==> src/rtl/wb_sdram_arbiter_pkg.sv <==
// rtl/wb_sdram_arbiter_pkg.sv - shared state encodings and default widths for the SDRAM Wishbone arbiter
package wb_sdram_arbiter_pkg;

  typedef enum logic [1:0] {
    IDLE = 2'b00,
    GNT0 = 2'b01,
    GNT1 = 2'b10
  } arb_state_t;

  localparam int DEF_ADDR_WIDTH = 32;
  localparam int DEF_DATA_WIDTH = 32;
  localparam int DEF_CNT_WIDTH  = 16;
  localparam int DEF_TIMEOUT    = 255;

endpackage

==> src/rtl/wb_arb_rr2.sv <==
// rtl/wb_arb_rr2.sv - two-way round-robin grant picker; on a tie the port that did not win last time wins
module wb_arb_rr2 (
  input  logic [1:0] req_i,
  input  logic       last_grant_i,
  output logic [1:0] gnt_o
);

  always_comb begin
    gnt_o = 2'b00;
    case (req_i)
      2'b01:   gnt_o = 2'b01;
      2'b10:   gnt_o = 2'b10;
      2'b11:   gnt_o = last_grant_i ? 2'b01 : 2'b10;
      default: gnt_o = 2'b00;
    endcase
  end

endmodule

==> src/rtl/wb_sdram_arbiter.sv <==
// rtl/wb_sdram_arbiter.sv - two-master round-robin Wishbone arbiter in front of the SDRAM controller
// Optional ack watchdog enabled by defining WB_ARB_TIMEOUT_EN.
module wb_sdram_arbiter
  import wb_sdram_arbiter_pkg::*;
#(
  parameter int ADDR_WIDTH = DEF_ADDR_WIDTH,
  parameter int DATA_WIDTH = DEF_DATA_WIDTH,
  parameter int SEL_WIDTH  = DATA_WIDTH / 8,
  parameter int CNT_WIDTH  = DEF_CNT_WIDTH,
  parameter int TIMEOUT    = DEF_TIMEOUT
) (
  input  logic                  wb_clk,
  input  logic                  wb_rst,
  input  logic                  m0_cyc_i,
  input  logic                  m0_stb_i,
  input  logic                  m0_we_i,
  input  logic [SEL_WIDTH-1:0]  m0_sel_i,
  input  logic [ADDR_WIDTH-1:0] m0_adr_i,
  input  logic [DATA_WIDTH-1:0] m0_dat_i,
  output logic [DATA_WIDTH-1:0] m0_dat_o,
  output logic                  m0_ack_o,
  output logic                  m0_err_o,
  input  logic                  m1_cyc_i,
  input  logic                  m1_stb_i,
  input  logic                  m1_we_i,
  input  logic [SEL_WIDTH-1:0]  m1_sel_i,
  input  logic [ADDR_WIDTH-1:0] m1_adr_i,
  input  logic [DATA_WIDTH-1:0] m1_dat_i,
  output logic [DATA_WIDTH-1:0] m1_dat_o,
  output logic                  m1_ack_o,
  output logic                  m1_err_o,
  output logic                  s_cyc_o,
  output logic                  s_stb_o,
  output logic                  s_we_o,
  output logic [SEL_WIDTH-1:0]  s_sel_o,
  output logic [ADDR_WIDTH-1:0] s_adr_o,
  output logic [DATA_WIDTH-1:0] s_dat_o,
  input  logic [DATA_WIDTH-1:0] s_dat_i,
  input  logic                  s_ack_i,
  output logic [1:0]            gnt_o,
  output logic [CNT_WIDTH-1:0]  xfer_cnt0_o,
  output logic [CNT_WIDTH-1:0]  xfer_cnt1_o
);

  arb_state_t           state_q, state_d;
  logic                 last_grant_q, last_grant_d;
  logic [CNT_WIDTH-1:0] cnt0_q, cnt0_d, cnt1_q, cnt1_d;
  logic [1:0]           req, pick;
  logic                 cur_stb;
  logic                 tmo_hit;

  assign req = {m1_cyc_i & m1_stb_i, m0_cyc_i & m0_stb_i};

  wb_arb_rr2 u_rr2 (
    .req_i        (req),
    .last_grant_i (last_grant_q),
    .gnt_o        (pick)
  );

  assign cur_stb     = (state_q == GNT0) ? m0_stb_i : (state_q == GNT1) ? m1_stb_i : 1'b0;
  assign gnt_o       = state_q;
  assign xfer_cnt0_o = cnt0_q;
  assign xfer_cnt1_o = cnt1_q;
  assign m0_err_o    = tmo_hit && (state_q == GNT0);
  assign m1_err_o    = tmo_hit && (state_q == GNT1);

  // Slave side and master returns are steered purely by the registered grant.
  always_comb begin
    s_cyc_o  = 1'b0;
    s_stb_o  = 1'b0;
    s_we_o   = 1'b0;
    s_sel_o  = '0;
    s_adr_o  = '0;
    s_dat_o  = '0;
    m0_ack_o = 1'b0;
    m0_dat_o = '0;
    m1_ack_o = 1'b0;
    m1_dat_o = '0;
    case (state_q)
      GNT0: begin
        s_cyc_o  = m0_cyc_i & ~tmo_hit;
        s_stb_o  = m0_stb_i & ~tmo_hit;
        s_we_o   = m0_we_i;
        s_sel_o  = m0_sel_i;
        s_adr_o  = m0_adr_i;
        s_dat_o  = m0_dat_i;
        m0_ack_o = s_ack_i & m0_stb_i;
        m0_dat_o = s_dat_i;
      end
      GNT1: begin
        s_cyc_o  = m1_cyc_i & ~tmo_hit;
        s_stb_o  = m1_stb_i & ~tmo_hit;
        s_we_o   = m1_we_i;
        s_sel_o  = m1_sel_i;
        s_adr_o  = m1_adr_i;
        s_dat_o  = m1_dat_i;
        m1_ack_o = s_ack_i & m1_stb_i;
        m1_dat_o = s_dat_i;
      end
      default: ;
    endcase
  end

  always_comb begin
    state_d      = state_q;
    last_grant_d = last_grant_q;
    cnt0_d       = cnt0_q;
    cnt1_d       = cnt1_q;
    case (state_q)
      IDLE: begin
        if (pick[0])      state_d = GNT0;
        else if (pick[1]) state_d = GNT1;
      end
      GNT0: begin
        if (m0_stb_i && s_ack_i && (cnt0_q != '1)) cnt0_d = cnt0_q + CNT_WIDTH'(1);
        if (!m0_cyc_i || tmo_hit) begin
          state_d      = IDLE;
          last_grant_d = 1'b0;
        end
      end
      GNT1: begin
        if (m1_stb_i && s_ack_i && (cnt1_q != '1)) cnt1_d = cnt1_q + CNT_WIDTH'(1);
        if (!m1_cyc_i || tmo_hit) begin
          state_d      = IDLE;
          last_grant_d = 1'b1;
        end
      end
      default: state_d = IDLE;
    endcase
  end

  always_ff @(posedge wb_clk or posedge wb_rst) begin
    if (wb_rst) begin
      state_q      <= IDLE;
      last_grant_q <= 1'b1;
      cnt0_q       <= '0;
      cnt1_q       <= '0;
    end else begin
      state_q      <= state_d;
      last_grant_q <= last_grant_d;
      cnt0_q       <= cnt0_d;
      cnt1_q       <= cnt1_d;
    end
  end

`ifdef WB_ARB_TIMEOUT_EN
  localparam int WD_W = $clog2(TIMEOUT + 1);

  logic [WD_W-1:0] wd_q, wd_d;
  logic            stall;

  // The clock that would take the count to TIMEOUT is the one that errors out.
  assign stall   = (state_q != IDLE) && cur_stb && !s_ack_i;
  assign tmo_hit = stall && (wd_q == WD_W'(TIMEOUT - 1));

  always_comb begin
    wd_d = wd_q;
    if ((state_q == IDLE) || (state_d == IDLE) || s_ack_i) wd_d = '0;
    else if (stall)                                          wd_d = wd_q + WD_W'(1);
  end

  always_ff @(posedge wb_clk or posedge wb_rst) begin
    if (wb_rst) wd_q <= '0;
    else        wd_q <= wd_d;
  end
`else
  assign tmo_hit = 1'b0;
`endif

endmodule

==> config.mk <==
export PLATFORM = sky130hd
export DESIGN_NAME = wb_sdram_arbiter
export DESIGN_NICKNAME = d
export VERILOG_FILES = /design/src/rtl/wb_sdram_arbiter_pkg.sv /design/src/rtl/wb_arb_rr2.sv /design/src/rtl/wb_sdram_arbiter.sv
export SDC_FILE = /design/constraint.sdc
export NUM_CORES = 1
export LEC_CHECK = 0
export BUFFER_PORTS_ARGS = -buffer_cell sky130_fd_sc_hd__clkbuf_2
export CAP_MARGIN = 40
export CORE_AREA = 2 2 137 139
export CTS_CLUSTER_DIAMETER = 60
export CTS_CLUSTER_SIZE = 14
export DETAILED_ROUTE_END_ITERATION = 6
export DIE_AREA = 0 0 139 141
export GPL_TIMING_DRIVEN = 0
export SLEW_MARGIN = 30
export SYNTH_ARGS = -nofsm -noshare
export SYNTH_HDL_FRONTEND = slang
export SYNTH_SLANG_ARGS = --single-unit
export TNS_END_PERCENT = 30
==> constraint.sdc <==
create_clock -name wb_clk -period 3 [get_ports wb_clk]
set_input_delay 0.9 -clock wb_clk [delete_from_list [all_inputs] [get_ports wb_clk]]
set_output_delay 0.9 -clock wb_clk [all_outputs]
set_load 0.01 [all_outputs]
Word-level counts from Yosys, hierarchy flattened. Cells that the tools add are included.

Register bits: 35. Bits of input ports: 177. Output and inout port bits: 173. Logic and storage cells: 50.

Add/subtract/negate cells: 2. Equal/unequal tests: 10. Multiplexer cells: 20. Bitwise logic cells: 4. Reduce and logical (&&, ||, !) cells: 10.

Operators with widths (number): one-hot mux 32 bit (2 select lines) (2); two-way mux 32 bit (2); adder 16 x 1 -> 16 bit, second input constant (2); != test 16 bit, second input constant (2); one-hot mux 2 bit (3 select lines) (2); two-way mux 2 bit (5); one-hot mux 1 bit (2 select lines) (4); one-hot mux 4 bit (2 select lines) (1); == test 2 bit, second input constant (3); AND reduction 3 bit (2); AND 1 bit (4); == test 2 x 1 -> 1 bit, second input constant (2); logical AND 1 bit (4); two-way mux 1 bit (4); != test 2 bit, second input constant (2); AND reduction 2 bit (2); != test 3 bit, second input constant (1); logical NOT 2 bit (1); nonzero test 2 bit (1).

Depth between registers and ports, before layout. Gate-level depths: netlist of the first run.

Depth in word-level cells: 6. Mapped depth: 8. Depth with buffers taken out: 7.

Hierarchy. Synthesis of the first run repeated with hierarchy kept, for this count alone.

Cell total of the unflattened synthesis: 403. Area total of the unflattened synthesis: 3283.1 sq um.

Modules (own cells, without submodules): wb_sdram_arbiter (instances 1, cells each 400, area an instance 3264.4 sq um, sequential area each 877.1 sq um); wb_arb_rr2 (instances 1, cells each 3, area an instance 18.8 sq um, sequential area each 0.0 sq um).

Worst setup path after synthesis of the first run. OpenSTA, ideal clock, no wires.

Kind: register to output. From: reg state_q[0], in the netlist gnt_o[0]. To: out s_dat_o[13]. Arrival: 1.656 ns. Data required time: 2.100 ns. Path slack: 0.444 ns. Stages on the path, launching flop included: 8. Buffers on the path: 3. Cells stage by stage: dfrtp_1 > inv_1 > ha_1 > buf_2 > clkbuf_1 > buf_1 > a22oi_1 > nor2b_1.

Word-level cells in the longest chain between the ends: 2. Elaborated cells between the ends (all ways): 3. Classes of those cells: eq/ne: 2; mux: 1.

Ends and longest elaborated chain: from (decl) (line wb_sdram_arbiter.sv:45) `arb_state_t state_q, state_d;`; from (signal assigned) (line wb_sdram_arbiter.sv:139) `state_q <= state_d;`; == test 2 bit or == test 2 x 1 -> 1 bit (tied branches) (line wb_sdram_arbiter.sv:79) `case (state_q)`; one-hot mux 32 bit (2 select lines) (*) (line wb_sdram_arbiter.sv:79); to (decl) (line wb_sdram_arbiter.sv:37) `output logic [DATA_WIDTH-1:0] s_dat_o,`.

Mark *: on every way between the ends. The rest lies on a longest branch, timed or not.

Worst setup path in the final report of the first run.
From: reg state_q[0], in the netlist gnt_o[0]. To: out s_adr_o[19].

Word-level cells in the longest chain between the ends: 2. Elaborated cells between the ends (all ways): 3. Classes of those cells: eq/ne: 2; mux: 1.

Ends and longest elaborated chain: == test 2 bit or == test 2 x 1 -> 1 bit (tied branches) (line wb_sdram_arbiter.sv:79); one-hot mux 32 bit (2 select lines) (*) (line wb_sdram_arbiter.sv:79); to (decl) (line wb_sdram_arbiter.sv:36) `output logic [ADDR_WIDTH-1:0] s_adr_o,`.

Marked as above.

==> flow_summary_export.csv, run 1 <==
group,metric,value,unit
run_status,status,"complete, no violations",
synthesis,synthesis.area,3280,um^2
critical_path,cp_num_cells,8,
floorplanning,die-area,19600,um^2
layout,drive_gt1_share,52.8,%
sta,finalSetupViolCount,0,
clocking,clockBufferDepth,2,
drt,vias,4346,
drt,drc,0,
synthesis,avgSynthCellArea,8.23,um^2
power_and_ir_drop,leakagePower,3.01,nW
critical_path,crit_chain,"inv_1 > ha_1 > buf_2 > buf_8 > buf_4 > a22oi_1 > nor2b_1 > clkbuf_2",
layout,final_common_cell,"clkbuf_2",
critical_path,cp-start-kind,"flop",
critical_path,cp-endpoint,"s_adr_o[19]",
critical_path,crit_buf_inv,5,
power_and_ir_drop,total_power,0.00390,W
synthesis,synth.area.mux_share,0.802,%
synthesis,synth_compound_area_share,18.4,%
layout,area_growth,70.3,%
power_and_ir_drop,vdd_ir_drop_max,0.352,mV
synthesis,synthCells,398,
placed_design,gp_congestion,0.854,
clocking,cts_sinks,35,
critical_path,cpPeakStageDelay,390,ps
critical_path,r2r_end,"xfer_cnt1_o[11]$_DFFE_PP0P_",
clocking,post_cts_buffers,0,
synthesis,synth_top_family_by_area,"simple AND/OR/NAND/NOR gates",
sta,slew_headroom,64.2,%
clocking,clk-insertion-delay-late,270,ps
synthesis,synthAdderAreaFrac,1.91,%
layout,n_antenna_cell,0,
global_routing,grt.total_usage,14.9,%
global_routing,grt-ovfl-total,0,
drt,wl_per_cell,15.9,um
floorplanning,core.rowCount,50,
clocking,cts.htree.levels,2,
critical_path,cp_max_fo,10,
global_routing,grt_pass1_wl,23500,um
critical_path,crit_type,"flop to output pin",
critical_path,r2r_cells,7,
critical_path,rrSetupSlack,880,ps
clocking,hold_buffers,0,
synthesis,synthSimpleGateAreaFrac,39.3,%
global_routing,antenna_found_initial,0,
drt,drt-total-wl,15700,um
floorplanning,die_w,139,um
global_routing,grt_max_degree,36,
clocking,numCtsBuffers,5,
clocking,cts_tree,"done",
drt,avgViaCountPerCell,4.39,
sta,rsz0062_at_grt,"false",
critical_path,cp.arrival,1930,ps
sta,tightestPinTransition,534,ps
worst_hold_path,min_path_type,"flop to flop",
synthesis,netlist-cell-type-count,41,
clocking,cts-root-buf,"clkbuf_16",
clocking,clk_pin_slew,60,ps
drt,dr.pass1.iters,4,
power_and_ir_drop,power.density,698,nW/um^2
layout,final_cell_mix,"clkbuf_2, nor2b_1, a22oi_1",
sta,final_hold_viol_count,0,
critical_path,cp-end-kind,"output pin",
layout,multiInputGateArea,2250,um^2
floorplanning,pin_count,350,
sta,slew_violations,0,
critical_path,critical-path-top-delay-family,"buffers and inverters",
sta,clock_skew,5.53,ps
floorplanning,initial_utilization,17.9,%
layout,utilization,30.6,%
sta,period_minus_slack,2830,ps
sta,fmax,353,MHz
layout,regArea,877,um^2
layout,finalNetCount,936,
critical_path,worst-endpoint-required,2100,ps
critical_path,crit-reg2reg-launch,"gnt_o[0]$_DFFE_PP0P_",
sta,finalCritPeriodShare,94.4,%
critical_path,critPathLaunch,"gnt_o[0]$_DFFE_PP0P_",
synthesis,synth_seq_cells,35,
placed_design,io_buffers,347,
floorplanning,die_h,141,um
synthesis,synthXorXnorAreaFrac,7.75,%
critical_path,worst_path_max_delay_cell,"dfrtp_1",
synthesis,seq_area_frac_synth,26.8,%
synthesis,synth_warnings,0,
drt,ant_nets,0,
floorplanning,coreArea,18300,um^2
drt,drt_iter0_drc,200,
worst_hold_path,min_from,"xfer_cnt1_o[15]$_DFFE_PP0P_",
placed_design,hpwl,13600,um
global_routing,grt_pass1_vias,4059,
layout,fillers,2017,
run,max_cap_violations,0,
-- how the worst min path moves through the flow --
stage / endpoint / cells after the start
after floorplan: xfer_cnt0_o[15]$_DFFE_PP0P_ / 1
after global placement: xfer_cnt0_o[15]$_DFFE_PP0P_ / 1
after detailed placement: xfer_cnt1_o[15]$_DFFE_PP0P_ / 1
after CTS: xfer_cnt1_o[15]$_DFFE_PP0P_ / 1
after global routing: xfer_cnt1_o[11]$_DFFE_PP0P_ / 1
final: xfer_cnt1_o[15]$_DFFE_PP0P_ / 1
-- layout make-up --
cell class | instances | share of cell area, %
clock buffer | 5 | 2.24
tap | 234 | 5.25
inverter | 8 | 0.538
buffer | 33 | 3.63
sequential | 35 | 15.7
multi-input combinational | 323 | 40.2
clock inverter | 3 | 0.785
timing repair buffer | 348 | 31.6
-- worst register-to-register path: cells and delay by family (launching register included) --
| family | cells | cell delay (ps) |
|---|---|---|
| AND/OR/NAND/NOR | 3 | 1000 |
| flip-flops | 1 | 390 |
| adder cells (fa/ha/maj) | 1 | 160 |
| buffers and inverters | 2 | 310 |
| XOR/XNOR | 1 | 180 |
-- metal layers --
metal,global-route usage [%],up-vias,wire length [um]
li1,-,2110,-
met1,20.6,2057,6950
met2,25.0,173,7670
met3,2.75,6,1040
met4,1.97,0,89
met5,0,-,0
-- sequential cells by signal (all words and copies together) (netlist names) --
register and count:
xfer_cnt1_o 16, xfer_cnt0_o 16, gnt_o 2, last_grant_q 1
-- report_power, final --
part	total, W	switching [W]	internal, W
logic	0.00270	0.00150	0.00120
registers	0.000609	0.0000729	0.000536
clock network	0.000583	0.000192	0.000391
total	0.00390	0.00177	0.00213
-- logic make-up (layout without fill, tap and decap cells) --
group / after synthesis / in the layout
flip-flops: 35 / 35
buffers and inverters: 41 / 397
adder cells (fa/ha/maj): 5 / 5
XOR/XNOR: 29 / 29
multiplexers: 2 / 2
AO/OA/AOI/OAI: 79 / 79
AND/OR/NAND/NOR: 206 / 206
other: 1 / 2
-- Yosys cell counts, drive strengths merged --
cell    instances  area share [%]
clkbuf         23             2.6
xor2           17             4.5
inv             8            0.92
nor4            2            0.84
or4             1            0.23
nand4          13             2.9
and2           64              12
and3            4            0.76
nand3           9             1.5
nand4b          1            0.27
a21oi           1            0.15
nor2           10             1.2
nand3b          1            0.23
or2             4            0.76
a22oi          71              16
o311ai          1            0.50
xnor2          12             3.2
ha              5             1.9
nor2b          71              14
dfrtp          34              26
a21boi          2            0.46
a22o            1            0.27
dfstp           1            0.80
o32ai           2            0.53
conb            1            0.11
buf            10             1.5
nand2           9             1.0
nor4b           3             1.3
a31oi           1            0.19
nor3           10             1.5
nor3b           3            0.69
mux2            2            0.80
and4            1            0.27
-- timing repair --
action                                  CTS  global route
gates resized for setup                  21            29
endpoints found under the hold margin     0             0
endpoints found under the setup margin  135            94
-- stage by stage --
step	instance area (um^2)	hold slack (ps)	cells	setup WS [ps]	setup TNS, ps
after floorplan	3280	522	399	444	0
after global placement	5310	485	980	-333	-7020
after detailed placement	5310	493	980	-366	-9150
after CTS	5520	501	988	-7.41	-7.41
after global routing	5580	526	989	1.19	0
final	5580	500	989	168	0
No activity file was read; power rests on OpenSTA's default activity.
==> run 2, diff against run 1 <==
- CORE_AREA: 2 2 137 139 -> 2 2 136 138
- DIE_AREA: 0 0 139 141 -> 0 0 138 140
- clock period: 3 -> 3.17 ns (I/O delays scaled with it)
==> run 2 against run 1 <==
Compared with the run above:
- clock-buffer cell count increased by 1
- cell count fell by 0.51%
- sequential share of layout area increased by 0.19 points
- total power decreased by 8.4%
- worst setup slack worse by 13 ps
- flip-flop and latch count is the same
- routed wire length is 1.2% lower
- combinational power fell by 7%
- utilization increased by 0.46 points
- non-clock buffer count unchanged
- first-iteration DRC count fell by 10%
- clock skew down 1.9 ps
- highest routed layer unchanged
==> flow_summary_export.csv, run 2 (synthesis results as in run 1) <==
group,metric,value,unit
run_status,status,"complete, no violations",
critical_path,cp.arrival,2060,ps
clocking,cts_tree,"done",
clocking,cts.htree.levels,2,
critical_path,cp_max_fo,10,
worst_hold_path,min_path_type,"flop to flop",
layout,drive_gt1_share,51.3,%
floorplanning,initial_utilization,18.4,%
floorplanning,coreArea,17800,um^2
sta,period_minus_slack,3020,ps
sta,slew_headroom,63.8,%
power_and_ir_drop,switchingPower,0.00166,W
floorplanning,pin_count,350,
critical_path,crit_type,"flop to output pin",
drt,ant_nets,0,
layout,finalNetCount,936,
drt,top_layer_used,"met4",
critical_path,cp-start-kind,"flop",
floorplanning,die_w,138,um
power_and_ir_drop,pwr-share-clk,13.3,%
drt,met1Wirelength,6790,um
global_routing,grt.total_usage,14.9,%
sta,clock_skew,3.63,ps
power_and_ir_drop,power.density,647,nW/um^2
power_and_ir_drop,p_comb_share,70.5,%
sta,finalSetupViolCount,0,
drt,route.met2.wl,7500,um
worst_hold_path,holdPathStages,1,
layout,utilization,31.0,%
power_and_ir_drop,seqPwrFrac,16.2,%
global_routing,grt_pass1_vias,4111,
power_and_ir_drop,p_sw_share,46.6,%
sta,slew_violations,0,
layout,area_growth,68.3,%
floorplanning,core.rowCount,49,
layout,final_common_cell,"clkbuf_2",
sta,fin_tns_setup,0,ps
placed_design,hpwl,13100,um
global_routing,grt-ovfl-total,0,
drt,wl_met3,923,um
run,max_cap_violations,0,
placed_design,gp_congestion,0.820,
sta,fmax,332,MHz
power_and_ir_drop,leakagePower,2.97,nW
layout,final_cell_mix,"clkbuf_2, a22oi_1, nor2b_1",
floorplanning,die-area,19300,um^2
critical_path,worst-endpoint-required,2220,ps
clocking,clockBufferDepth,2,
sta,final_hold_viol_count,0,
clocking,clk_pin_slew,60,ps
clocking,cts-root-buf,"clkbuf_16",
global_routing,antenna_found_initial,1,
drt,drc,0,
floorplanning,die_h,140,um
global_routing,grt_pass1_wl,23400,um
drt,dr.pass1.iters,5,
clocking,numCtsBuffers,5,
drt,wl_per_cell,15.8,um
critical_path,r2r_cells,7,
drt,avgViaCountPerCell,4.34,
sta,tightestPinTransition,543,ps
power_and_ir_drop,vdd_ir_drop_max,0.285,mV
global_routing,grt_max_degree,36,
drt,drt-total-wl,15600,um
power_and_ir_drop,intPower,0.00191,W
placed_design,io_buffers,347,
sta,finalCritPeriodShare,95.1,%
clocking,cts_sinks,35,
clocking,clk-insertion-delay-late,270,ps
sta,rsz0062_at_grt,"false",
drt,drt_iter0_drc,180,
drt,vias,4272,
critical_path,cp-end-kind,"output pin",
[run 2: power by group through the flow]
stage               clock network (W)  logic [W]  registers, W
floorplan                           0    0.00145      0.000591
global placement                    0    0.00248      0.000580
detailed placement                  0    0.00249      0.000582
CTS                          0.000485    0.00253      0.000575
global route                 0.000513    0.00277      0.000590
finish                       0.000475    0.00252      0.000577
[run 2: timing repair]
| item | 4_1_cts | 5_1_grt |
|---|---|---|
| gates resized for setup | 13 | 14 |
| endpoints found under the setup margin | 114 | 93 |
| pin swaps | 0 | 0 |
| endpoints found under the hold margin | 0 | 0 |
| hold buffers | 0 | 0 |
| buffers inserted | 0 | 0 |
[run 2: worst max-delay path: stages (launching register included)]
cell and delay [ps]:
dfrtp_1 390, inv_1 120, ha_1 150, buf_2 220, clkbuf_1 400, a22oi_1 190, nor2b_1 160, clkbuf_2 160
[run 2: through the flow]
stage,hold slack [ps],instances,area [um^2],setup WS [ps],total power [W]
after floorplan,522,399,3280,563,0.00204
after global placement,481,975,5300,-340,0.00306
after detailed placement,488,975,5300,-409,0.00307
after CTS,495,982,5470,1.60,0.00358
after global routing,533,984,5510,0.661,0.00387
final,496,984,5510,155,0.00357
[run 2: layout make-up]
cell class / count / area, um^2
clock inverter: 1 / 5.00
timing repair buffer: 348 / 1760
inverter: 8 / 30.0
multi-input combinational: 323 / 2240
buffer: 33 / 171
clock buffer: 6 / 139
tap: 229 / 287
sequential: 35 / 877
fill: 1968 / 12300
antenna: 1 / 2.50
[run 2: routing by layer]
layer	up-vias	global-route usage, %
met5	-	0
met4	0	3.71
met3	16	2.50
met2	172	24.8
met1	1967	20.3
li1	2117	-
[run 2: path summary, 6_finish.rpt]
check                      slack [ps]                         from                     endpoint
setup / recovery                  150         gnt_o[1]$_DFFE_PP0P_                  s_adr_o[22]
setup reg to reg                 1120         gnt_o[0]$_DFFE_PP0P_  xfer_cnt1_o[11]$_DFFE_PP0P_
hold / removal                    500  xfer_cnt0_o[15]$_DFFE_PP0P_  xfer_cnt0_o[15]$_DFFE_PP0P_
min in group asynchronous         650                       wb_rst  xfer_cnt1_o[14]$_DFFE_PP0P_
hold reg to reg                   500  xfer_cnt0_o[15]$_DFFE_PP0P_  xfer_cnt0_o[15]$_DFFE_PP0P_
max in group asynchronous        2020                       wb_rst     last_grant_q$_DFFE_PP1P_
